$ cat config.mk
export PLATFORM = sky130hd
export DESIGN_NAME = pal_rd_responder
export DESIGN_NICKNAME = d
export VERILOG_FILES = /design/src/rtl/pal_rd_responder.sv
export SDC_FILE = /design/constraint.sdc
export NUM_CORES = 1
export LEC_CHECK = 0
export CAP_MARGIN = 20
export CORE_AREA = 5 5 304 306
export CTS_CLUSTER_SIZE = 20
export DETAILED_ROUTE_END_ITERATION = 8
export DIE_AREA = 0 0 309 311
export PLACE_DENSITY_LB_ADDON = 0.08
export SETUP_SLACK_MARGIN = 0.3
export SLEW_MARGIN = 10
export SYNTH_ARGS = -nofsm -noshare
export SYNTH_HDL_FRONTEND = slang
export SYNTH_SLANG_ARGS = --single-unit
export TNS_END_PERCENT = 5
$ cat constraint.sdc
create_clock -name i_clk -period 1.85 [get_ports i_clk]
set_clock_uncertainty 0.1 [all_clocks]
set_input_delay 0.4625 -clock i_clk [delete_from_list [all_inputs] [get_ports i_clk]]
set_output_delay 0.4625 -clock i_clk [all_outputs]
set_load 0.02 [all_outputs]
$ cat src/rtl/pal_rd_responder.sv
// Palette read responder: DEPTH-entry register table with a write port, in-order
// valid/ready lookups buffered in an RS_DEPTH FIFO. Optional macro: PAL_RD_BYPASS_EN.
module pal_rd_responder #(
  parameter int W_DATA   = 32,
  parameter int W_ADDR   = 16,
  parameter int DEPTH    = 16,
  parameter int RS_DEPTH = 2
) (
  input  logic                        i_clk,
  input  logic                        resetn,
  input  logic                        wr_en,
  input  logic [W_ADDR-1:0]           wr_addr,
  input  logic [W_DATA-1:0]           wr_data,
  input  logic                        rq_valid,
  output logic                        rq_ready,
  input  logic [W_ADDR-1:0]           rq_addr,
  output logic                        rs_valid,
  input  logic                        rs_ready,
  output logic [W_DATA-1:0]           rs_data,
  output logic                        rs_err,
  output logic [$clog2(RS_DEPTH):0]   o_level
);

  localparam int AW = (DEPTH > 1) ? $clog2(DEPTH) : 1;
  localparam int PW = (RS_DEPTH > 1) ? $clog2(RS_DEPTH) : 1;
  localparam int LW = $clog2(RS_DEPTH) + 1;

  logic [W_DATA-1:0] tbl     [DEPTH];
  logic [W_DATA-1:0] fq_data [RS_DEPTH];
  logic              fq_err  [RS_DEPTH];
  logic [PW-1:0]     wr_ptr, rd_ptr;
  logic [LW-1:0]     level;
  logic              wr_hit, rq_hit, push, pop;
  logic [W_DATA-1:0] rd_word;
  logic              rd_err;

  assign wr_hit   = wr_en && (wr_addr < W_ADDR'(DEPTH));
  assign rq_hit   = rq_addr < W_ADDR'(DEPTH);
  assign rs_valid = (level != '0);
  assign pop      = rs_valid && rs_ready;
  assign rq_ready = (level < LW'(RS_DEPTH)) || pop;
  assign push     = rq_valid && rq_ready;
  assign rs_data  = fq_data[rd_ptr];
  assign rs_err   = fq_err[rd_ptr];
  assign o_level  = level;

  always_ff @(posedge i_clk or negedge resetn) begin
    if (!resetn) begin
      for (int unsigned i = 0; i < DEPTH; i++) tbl[i] <= '0;
    end else if (wr_hit) begin
      tbl[wr_addr[AW-1:0]] <= wr_data;
    end
  end

  always_comb begin
    rd_word = '0;
    rd_err  = 1'b1;
    if (rq_hit) begin
      rd_err  = 1'b0;
      rd_word = tbl[rq_addr[AW-1:0]];
`ifdef PAL_RD_BYPASS_EN
      // same-edge write to the looked-up index is forwarded instead of the stale entry
      if (wr_hit && (wr_addr == rq_addr)) rd_word = wr_data;
`endif
    end
  end

  always_ff @(posedge i_clk or negedge resetn) begin
    if (!resetn) begin
      wr_ptr <= '0;
      rd_ptr <= '0;
      level  <= '0;
      for (int unsigned i = 0; i < RS_DEPTH; i++) begin
        fq_data[i] <= '0;
        fq_err[i]  <= 1'b0;
      end
    end else begin
      if (push) begin
        fq_data[wr_ptr] <= rd_word;
        fq_err[wr_ptr]  <= rd_err;
        wr_ptr          <= wr_ptr + PW'(1);
      end
      if (pop) rd_ptr <= rd_ptr + PW'(1);
      case ({push, pop})
        2'b10:   level <= level + LW'(1);
        2'b01:   level <= level - LW'(1);
        default: level <= level;
      endcase
    end
  end

endmodule

==> flow_summary.yaml, run 1 <==
route:
  via_per_inst: 5.328
  drt_first_iter_violations: 1097
  avgRoutedWirePerCell_um: 26.67
  via_count: 18785
  drcViolationCount: 0
  drt-pass1-iter-count: 5
  antenna_left: 0
  wl_um: 94020
power:
  seq_power_share_pct: 41.5
  ir_drop_v: 0.0005271
  comb_power_share_pct: 13.5
  p_sw_mw: 8.197
  finalPower_mw: 30.97
  pwr-share-clk_pct: 45.0
  powerDensity_mw_per_mm2: 850.5
  p_leak_nw: 17.38
  p_int_mw: 22.77
  switching_share_pct: 26.47
floorplan:
  num_rows: 110
  die_y_um: 311
  die_area_mm2: 0.09610
  coreArea_mm2: 0.08932
  pin_count: 106
  initial_core_util_pct: 30.77
  die_w_um: 309
global_route:
  antenna_found_initial: 1
  grt.overflow.total: 0
  track_usage_pct: 18.90
  grt_first_pass_wirelength_um: 136900
  grt_pass1_vias: 20517
  grt_max_degree: 72
sta:
  hold_viol: 0
  rsz0062_at_grt: "yes"
  setup_viol: 125
  min_period_over_period_pct: 130.8
  finalCriticalPeriod_ns: 2.419
  setup_ws_ns: -0.5689
  timing.slew.headroom_pct: 64.15
  drv_slew: 0
  tightest_slew_ns: 0.5378
  max_freq_mhz: 413.4
logic_synthesis:
  yosysWarnings: 0
  yosys.area.top_type: "dfrtp_1"
  syn_nets: 2109
  yosysSeqAreaShare_pct: 52.99
  syn_avg_cell_area_um2: 13.48
  synth_top_area_share_pct: 52.99
  synth_cells: 2039
  netlist_top_cells_area: "dfrtp_1, mux2_1, mux2_2, mux2i_1, a221oi_1"
  netlist_area_mm2: 0.02748
  synth_cell_type_count: 35
  ys_ff_latch: 582
layout:
  final-instance-count-excl-fill: 3526
  n_fill_cell: 8338
  antenna_cells: 0
  fin_util_pct: 40.77
  nets: 2368
  regArea_mm2: 0.01457
  multi_input_area_mm2: 0.01396
  area_growth_pct: 32.50
  drive_gt1_share_pct: 44.47
outcome:
  violations: "setup timing"
  outcome: "finished, violations left"
clocking:
  clkLatencyLatePin_ns: 0.60
  cts_tree: "yes"
  cts_buffers: 71
  root_buffer: "clkbuf_16"
  clk_pin_slew_worst_paths_ns: 0.06
  clock_path_buffers: 3
  htreeDepth: 3
  cts_num_sinks: 582
critical_path:
  crit_family: "buffers and inverters"
  critPathMaxFanout: 7
  crit_arrival_ns: 1.86
  path_buf_inv: 3
  critPathRequiredTime_ns: 1.29
  crit_chain: "buf_12 > buf_16 > mux2_4 > buf_6"
  cpMaxStageDelayCell: "dfrtp_2"
  cp-end-kind: "output pin"
  start_kind: "flop"
  max_stage_delay_ns: 0.42
  criticalPathCategory: "flop to output pin"
flow_run:
  cap_violations: 0
placed_design:
  gp_congestion: 0.7572
  dp_cells: 3397
  dp_hpwl_um: 57900
  port_buffers: 105
worst_hold_path:
  min_path_type: "primary input to asynchronous set/reset pin"
placed cells by master, fill, tap and decap left out, types with 47 or more instances in the layout:
cell               n
a21oi_1           96
o31ai_1           60
and3_1            64
clkbuf_16         77
mux2_4           327
dfrtp_1          580
a221oi_2          52
mux2_1           174
mux2i_1           96
buf_12            68
mux2_2           205
buf_4            174
clkdlybuf4s50_1   47
path summary, 6_finish.rpt:
| kind | from | end | slack [ns] | depth (start not counted) |
|---|---|---|---|---|
| worst min register to register | tbl[463] | tbl[463] | 0.38 | 1 |
| worst min-delay path | resetn | tbl[124] | 0.27 | 2 |
| max in group asynchronous | resetn | tbl[5] | 0.62 | 4 |
| worst max register to register | o_level[1] | fq_data[44] | -0.24 | 6 |
| min in group i_clk | rq_addr[3] | fq_data[2] | 0.36 | 4 |
| worst max-delay path | rd_ptr | rs_data[30] | -0.57 | 4 |
area by class of cell:
cell class              count  area share (%)
clock inverters            15          0.4535
flip-flops and latches    582           40.00
clock buffers             110           5.893
multi-input cells        1273           38.34
repair buffers            367           11.24
inverters                   3         0.03092
well taps                1176           4.041
registers in the layout, summed over array words and instances, names as in the netlist:
register  count
rd_ptr        1
fq_data      64
wr_ptr        1
tbl         512
o_level       2
fq_err        2
metrics by stage:
step                      TNS (ns)  cell area [um^2]  setup slack (ns)  hold WS, ns
after floorplan            -199.61             27680           -0.4102      0.06691
after global placement     -560.21             32250            -1.069       0.2959
after detailed placement   -577.97             32250            -1.146       0.2915
after CTS                   -95.42             35010           -0.6031       0.2473
after global routing        -40.13             36410           -0.6008       0.2710
final                       -32.20             36410           -0.5689       0.2674
power groups by stage:
stage	Sequential, mW	Clock, mW	Combinational, mW
2_1_floorplan	13.1	0	1.27
3_3_place_gp	13.1	0	3.66
3_5_place_dp	13.1	0	3.68
4_1_cts	12.9	14.3	4.18
5_1_grt	12.9	14.8	4.39
6_report	12.9	13.9	4.19
repair_timing:
item                                   in CTS  in global routing
setup buffers                               1                  0
resized for setup                         297                375
hold buffers                                1                  0
endpoints found under the hold margin     145                  0
cloned                                      2                  0
pin swaps                                  16                  5
setup endpoints to repair                 617                617
routing by layer:
| metal | global-route usage [%] | part of all wire, % | vias up |
|---|---|---|---|
| met5 | 0 | 0 | - |
| met3 | 2.546 | 3.7 | 126 |
| li1 | - | - | 8174 |
| met1 | 26.30 | 47 | 10091 |
| met4 | 4.796 | 2.0 | 0 |
| met2 | 31.24 | 47 | 394 |
cell usage after synthesis (all sizes together):
master    n
clkbuf   71
nor2b    35
nand4     1
inv       3
buf     110
nand2     3
and3     64
xnor2     3
o21a      1
ha        1
nor3      9
o21ai    32
nand2b    6
and2      2
mux2i    96
o31ai    64
o22ai    32
nand3     2
a21oi    96
mux2    706
nor4     11
a221oi   64
or4b      1
nor2      5
or3       1
dfrtp   582
a222oi   32
nor3b     1
xor2      2
or2       3
worst reg2reg max path, cell delays in order, from the launching register on:
cell and delay [ns]:
dfrtp_1 0.38, nor2b_4 0.14, buf_4 0.16, buf_12 0.18, o31ai_1 0.68, nor2b_1 0.24
a221oi_2 0.07
cells by family (layout without fill, tap and decap cells):
| family | count (synthesis) | in the layout | share of synthesized area [%] |
|---|---|---|---|
| buffers and inverters | 184 | 495 | 2.800 |
| DFF | 582 | 582 | 52.99 |
| adders and majority gates | 1 | 1 | 0.04552 |
| xor gates and xnor gates | 5 | 5 | 0.1594 |
| AOI/OAI and AO/OA | 321 | 321 | 8.040 |
| muxes | 802 | 802 | 32.42 |
| and+or+nand+nor | 144 | 144 | 3.542 |
(Power assumes the default switching activity.)
==> inputs of run 2 (changes only) <==
--- a/config.mk
+++ b/config.mk
@@ -5,6 +5,7 @@
 export SDC_FILE = /design/constraint.sdc
 export NUM_CORES = 1
 export LEC_CHECK = 0
+export ABC_CLOCK_PERIOD_IN_PS = 1850
 export CAP_MARGIN = 20
 export CORE_AREA = 5 5 304 306
 export CTS_CLUSTER_SIZE = 20
==> results of run 2 <==
Final layout, timing and power as in run 1 (identical DEF).
